==> src/rtl/blind_cycler_pkg.sv <==
// Shared constants and helpers for the blind_cycler open-loop value cycler.
package blind_cycler_pkg;

    localparam int unsigned DEF_WIDTH       = 3;
    localparam int unsigned DEF_MIN_VAL     = 0;
    localparam int unsigned DEF_MAX_VAL     = 7;
    localparam int unsigned DEF_SYNC_STAGES = 2;

    localparam logic DIR_UP   = 1'b0;
    localparam logic DIR_DOWN = 1'b1;

    // Reflected binary Gray code; callers truncate to their own width.
    function automatic logic [31:0] gray_enc(input logic [31:0] bin);
        return bin ^ (bin >> 1);
    endfunction

endpackage

==> src/rtl/blind_cycler_sync.sv <==
// Multi-flop level synchroniser with a rising-edge pulse taken after the last stage.
module blind_cycler_sync #(
    parameter int unsigned SYNC_STAGES = 2,
    parameter logic        RST_VAL     = 1'b0
) (
    input  logic clk,
    input  logic rst,
    input  logic async_i,
    output logic level_o,
    output logic rise_c
);

    logic [SYNC_STAGES-1:0] chain_q;
    logic [SYNC_STAGES-1:0] chain_d;
    logic                   hist_q;
    logic                   hist_d;

    always_comb begin
        chain_d = {chain_q[SYNC_STAGES-2:0], async_i};
        hist_d  = chain_q[SYNC_STAGES-1];
    end

    // Edge history resets with the chain so a level held through reset gives no pulse.
    always_ff @(posedge clk or posedge rst) begin
        if (rst) begin
            chain_q <= {SYNC_STAGES{RST_VAL}};
            hist_q  <= RST_VAL;
        end else begin
            chain_q <= chain_d;
            hist_q  <= hist_d;
        end
    end

    assign level_o = chain_q[SYNC_STAGES-1];
    assign rise_c  = chain_q[SYNC_STAGES-1] & ~hist_q;

endmodule

==> src/rtl/blind_cycler.sv <==
// Open-loop up/down value cycler stepped by an asynchronous strobe.
// Define BLIND_CYCLER_GRAY_EN to present out_num as a Gray code of the count.
module blind_cycler
    import blind_cycler_pkg::*;
#(
    parameter int unsigned WIDTH       = DEF_WIDTH,
    parameter int unsigned MIN_VAL     = DEF_MIN_VAL,
    parameter int unsigned MAX_VAL     = DEF_MAX_VAL,
    parameter int unsigned SYNC_STAGES = DEF_SYNC_STAGES
) (
    input  logic             clk,
    input  logic             rst,
    input  logic             dir,
    input  logic             nxt,
    output logic [WIDTH-1:0] out_num,
    output logic             wrap
);

    localparam logic [WIDTH-1:0] MIN_W = WIDTH'(MIN_VAL);
    localparam logic [WIDTH-1:0] MAX_W = WIDTH'(MAX_VAL);

    if ((SYNC_STAGES < 2) || (MIN_VAL >= MAX_VAL) ||
        (64'(MAX_VAL) > ((64'(1) << WIDTH) - 64'(1)))) begin : g_bad_cfg
        $error("blind_cycler: illegal WIDTH/MIN_VAL/MAX_VAL/SYNC_STAGES");
    end

    logic nxt_s;
    logic step_c;
    logic dir_s;
    logic unused_dir_rise;

    blind_cycler_sync #(
        .SYNC_STAGES (SYNC_STAGES),
        .RST_VAL     (1'b1)
    ) u_sync_nxt (
        .clk     (clk),
        .rst     (rst),
        .async_i (nxt),
        .level_o (nxt_s),
        .rise_c  (step_c)
    );

    blind_cycler_sync #(
        .SYNC_STAGES (SYNC_STAGES),
        .RST_VAL     (1'b0)
    ) u_sync_dir (
        .clk     (clk),
        .rst     (rst),
        .async_i (dir),
        .level_o (dir_s),
        .rise_c  (unused_dir_rise)
    );

    logic [WIDTH-1:0] count_q;
    logic [WIDTH-1:0] count_d;
    logic [WIDTH-1:0] out_num_q;
    logic [WIDTH-1:0] out_num_d;
    logic             wrap_q;
    logic             wrap_d;
    logic [WIDTH-1:0] out_rst;

    always_comb begin
        count_d = count_q;
        wrap_d  = 1'b0;
        if (step_c) begin
            if (dir_s == DIR_UP) begin
                if (count_q == MAX_W) begin
                    count_d = MIN_W;
                    wrap_d  = 1'b1;
                end else begin
                    count_d = count_q + WIDTH'(1);
                end
            end else begin
                if (count_q == MIN_W) begin
                    count_d = MAX_W;
                    wrap_d  = 1'b1;
                end else begin
                    count_d = count_q - WIDTH'(1);
                end
            end
        end
    end

    // Output encoding is registered alongside the count so out_num comes straight from flops.
    always_comb begin
`ifdef BLIND_CYCLER_GRAY_EN
        out_num_d = WIDTH'(gray_enc(32'(count_d)));
        out_rst   = WIDTH'(gray_enc(32'(MIN_W)));
`else
        out_num_d = count_d;
        out_rst   = MIN_W;
`endif
    end

    always_ff @(posedge clk or posedge rst) begin
        if (rst) begin
            count_q   <= MIN_W;
            out_num_q <= out_rst;
            wrap_q    <= 1'b0;
        end else begin
            count_q   <= count_d;
            out_num_q <= out_num_d;
            wrap_q    <= wrap_d;
        end
    end

    assign out_num = out_num_q;
    assign wrap    = wrap_q;

endmodule

==> config.mk <==
export PLATFORM = sky130hd
export DESIGN_NAME = blind_cycler
export DESIGN_NICKNAME = d
export VERILOG_FILES = /design/src/rtl/blind_cycler_pkg.sv /design/src/rtl/blind_cycler_sync.sv /design/src/rtl/blind_cycler.sv
export SDC_FILE = /design/constraint.sdc
export NUM_CORES = 1
export LEC_CHECK = 0
export BUFFER_PORTS_ARGS = -buffer_cell sky130_fd_sc_hd__buf_4
export CORE_AREA = 2 2 39 41
export CTS_CLUSTER_SIZE = 8
export DETAILED_ROUTE_END_ITERATION = 6
export DIE_AREA = 0 0 41 43
export PLACE_DENSITY_LB_ADDON = 0.2
export SYNTH_ARGS = -nofsm -noshare
export SYNTH_HDL_FRONTEND = slang
export SYNTH_SLANG_ARGS = --single-unit
==> constraint.sdc <==
create_clock -name clk -period 2.3 [get_ports clk]
set_input_delay 0.115 -clock clk [delete_from_list [all_inputs] [get_ports clk]]
set_output_delay 0.115 -clock clk [all_outputs]
set_load 0.01 [all_outputs]
==> run_results.csv <==
group,metric,value,unit
drt,routedWlPerCell,10.4,um
critical_path,cp-end-kind,"register",
critical_path,regToRegStartpoint,"out_num[0]",
power_and_ir_drop,pwr-share-clk,22.9,%
clock_network,clockBufferDepth,2,
sta,max-slew-margin-rel,78.8,%
grt,grt_remaining_overflow,0,
flow_run,max_cap_violations,0,
synthesis,synth-seq-area-share,58.7,%
sta,postLayoutSetupSlackWorst,954,ps
grt,grt_max_degree,10,
synthesis,synth_edf_count,0,
clock_network,cts-htree-levels,1,
sta,worst-slew-pin-transition,318,ps
die,num_rows,14,
power_and_ir_drop,comb_power_share,34.0,%
drt,via_to_cell_ratio,4.60,
critical_path,reg2regPathDepth,5,
die,io_pins,8,
critical_path,critical_path.max_fanout,5,
layout,fillers,143,
grt,first_global_vias,298,
power_and_ir_drop,total_leakage_power,0.241,nW
synthesis,mappedNetlistNets,41,
drt,final_routed_wirelength,658,um
power_and_ir_drop,p_sw,0.159,mW
critical_path,cp-start-kind,"register",
die,floorplan.initialDensity,28.2,%
grt,grt_first_pass_wirelength,1150,um
power_and_ir_drop,power.density,967,nW/um^2
sta,setup_violations,0,
synthesis,synth_commonest_cells,"6 x sky130_fd_sc_hd__dfrtp_1, 4 x sky130_fd_sc_hd__ha_1, 3 x sky130_fd_sc_hd__a21oi_1, 3 x sky130_fd_sc_hd__dfstp_2, 3 x sky130_fd_sc_hd__inv_1",
clock_network,tritoncts_clock_tree,"done",
layout,drive_above_1_share,29.8,%
synthesis,netlist_top_cells_area,"sky130_fd_sc_hd__dfrtp_1 38%, sky130_fd_sc_hd__dfstp_2 20%, sky130_fd_sc_hd__ha_1 13%",
critical_path,worstSetupPathType,"register to register",
synthesis,yosys_register_bits,9,
synthesis,syn_avg_cell_area,11.8,um^2
place,dp_hpwl,510,um
die,area_of_the_die,1760,um^2
synthesis,synth_top_area_share,38.5,%
layout,layout_area_overhead,33.0,%
critical_path,worstPathArrival,1460,ps
sta,largest_clock_skew_in_the_final_design,1.20,ps
clock_network,root_buf_cell,"sky130_fd_sc_hd__clkbuf_4",
die,placeableCoreArea,1380,um^2
place,dp_worst_slack,954,ps
place,routabilityCongestion,0.701,
status,outcome,"complete, no violations",
clock_network,worstSkewPairLatency,250,ps
power_and_ir_drop,power.share.switching,31.7,%
synthesis,ys_async_sr_fraction,100,%
critical_path,crit-reg2reg-capture,"out_num[1]",
synthesis,synth.most_common_cell,"sky130_fd_sc_hd__dfrtp_1",
clock_network,clock_sinks,9,
clock_network,cts.clk_slew.worst_paths,60,ps
critical_path,critical_path.startpoint,"out_num[0]",
grt,grt_antenna_before_repair,0,
critical_path,critical_path.cell_chain,"inv_1, ha_1, nor2b_1, o221ai_1, o21ai_0",
critical_path,cp.required,2420,ps
sta,min_period,1350,ps
drt,final_antenna_net_count,0,
synthesis,ys.flop_type,"sky130_fd_sc_hd__dfrtp_1",
layout,nNetsFinal,56,
power_and_ir_drop,peakVddDrop,307,uV
synthesis,ys_warn_count,0,
power_and_ir_drop,power.internal,0.343,mW
power_and_ir_drop,seq_power_share,43.0,%
die,fp.dieW,41,um
drt,route.vias.total,290,
drt,drt_first_pass_iters,2,
synthesis,netlist_area,390,um^2
synthesis,synthDistinctLibCells,15,
hold_path,hold_path.class,"register to register",
critical_path,worst_path_max_delay_cell,"sky130_fd_sc_hd__dfrtp_1",
place,port-buffer-count,7,
sta,final-max-slew-violation-count,0,
drt,dr.first_iter.drc_count,5,
die,die_h,43,um
critical_path,critical-path-max-stage-delay,410,ps
critical_path,crit_path_end,"out_num[1]",
clock_network,cts_buf_count,3,
drt,detail_route.drc_violations,0,
sta,hold_viol,0,
sta,unrepaired_setup_endpoints_after_global_routing,"no",
sta,fin_crit_share,58.5,%
grt,grtUsageTotal,10.5,%
sta,finalSetupTns,0,ps
layout,diodes,0,
critical_path,reg2reg_slack,950,ps
synthesis,synthDominantAreaCellType,"sky130_fd_sc_hd__dfrtp_1",
sta,clock.fmax,0.743,GHz
synthesis,syn_inst,33,
[sequential cells by signal (all words and copies together) (netlist names)]
name and count:
u_sync_nxt.chain_q 2, wrap 1, u_sync_nxt.hist_q 1, out_num 3
u_sync_dir.chain_q 2
[logic make-up (layout without fill, tap and decap cells)]
kind of cell	Yosys count	after routing	share of synthesized area [%]
AND/OR/NAND/NOR	9	9	13.1
flip-flops	9	9	58.7
buffers and inverters	3	17	2.88
AO/OA/AOI/OAI	8	8	12.5
adder cells (fa/ha/maj)	4	4	12.8
[power groups by stage]
stage | logic [mW] | registers, mW | clock network, mW
global placement | 0.160 | 0.216 | 0
floorplan | 0.0946 | 0.224 | 0
CTS | 0.174 | 0.216 | 0.124
detailed placement | 0.169 | 0.218 | 0
finish | 0.171 | 0.216 | 0.115
global route | 0.200 | 0.220 | 0.135
[worst min path at each step]
stage                     slack (ps)  depth (start not counted)                  start                     to
after detailed placement          90                          2                    rst             out_num[1]
after CTS                        360                          0  u_sync_nxt.chain_q[0]  u_sync_nxt.chain_q[1]
after global routing             360                          0  u_sync_nxt.chain_q[0]  u_sync_nxt.chain_q[1]
after global placement            90                          2                    rst                   wrap
final                            360                          0  u_sync_nxt.chain_q[0]  u_sync_nxt.chain_q[1]
after floorplan                  -60                          1                    rst             out_num[0]
[metrics by stage]
step	instance area (um^2)	std cells	util (%)	power (mW)	hold slack, ps
finish	519	63	37.5	0.502	356
global route	519	63	37.5	0.555	360
CTS	519	63	37.5	0.514	358
detailed placement	463	56	33.5	0.387	94.9
global placement	463	56	33.5	0.376	86.7
floorplan	390	33	-	0.319	-59.2
[routing by layer]
layer,track usage [%],wire (um),vias up
li1,-,-,139
met1,8.75,256,144
met2,17.5,380,7
met3,4.71,21,0
met4,8.00,0,0
met5,0,0,-
[layout by cell type, fill, tap and decap left out]
| cell | count |
|---|---|
| sky130_fd_sc_hd__dfstp_2 | 3 |
| sky130_fd_sc_hd__nor2b_1 | 2 |
| sky130_fd_sc_hd__o21ai_0 | 2 |
| sky130_fd_sc_hd__clkbuf_1 | 1 |
| sky130_fd_sc_hd__a21oi_1 | 3 |
| sky130_fd_sc_hd__dlygate4sd3_1 | 3 |
| sky130_fd_sc_hd__nor2_1 | 1 |
| sky130_fd_sc_hd__inv_1 | 3 |
| sky130_fd_sc_hd__dfrtp_1 | 6 |
| sky130_fd_sc_hd__and2b_4 | 1 |
| sky130_fd_sc_hd__a31oi_1 | 1 |
| sky130_fd_sc_hd__nand3_1 | 1 |
| sky130_fd_sc_hd__a2bb2oi_1 | 1 |
| sky130_fd_sc_hd__nand2_1 | 2 |
| sky130_fd_sc_hd__buf_4 | 7 |
| sky130_fd_sc_hd__ha_1 | 4 |
| sky130_fd_sc_hd__o221ai_1 | 1 |
| sky130_fd_sc_hd__clkbuf_4 | 3 |
| sky130_fd_sc_hd__nand2b_1 | 2 |
[area by class of cell]
| cell class | instances | area, um^2 | share of cell area [%] |
|---|---|---|---|
| clock buffer | 4 | 26.3 | 5.06 |
| inverter | 3 | 11.3 | 2.17 |
| multi-input combinational | 21 | 150 | 28.9 |
| sequential | 9 | 229 | 44.1 |
| tap | 16 | 20.0 | 3.86 |
| timing repair buffer | 10 | 82.6 | 15.9 |
[worst max-delay path: cells and delay by family (launching register included)]
family	cells	cell delay, ps
simple gates	1	130
buf+inv	1	80
compound gates	2	290
fa+ha+maj	1	300
flops	1	410
[what timing repair did]
action                    in CTS  in global routing
hold buffers                   3                  0
resized for setup              0                  0
buffers inserted               0                  0
hold endpoints to repair       8                  0
No activity file was read; power rests on OpenSTA's default activity.
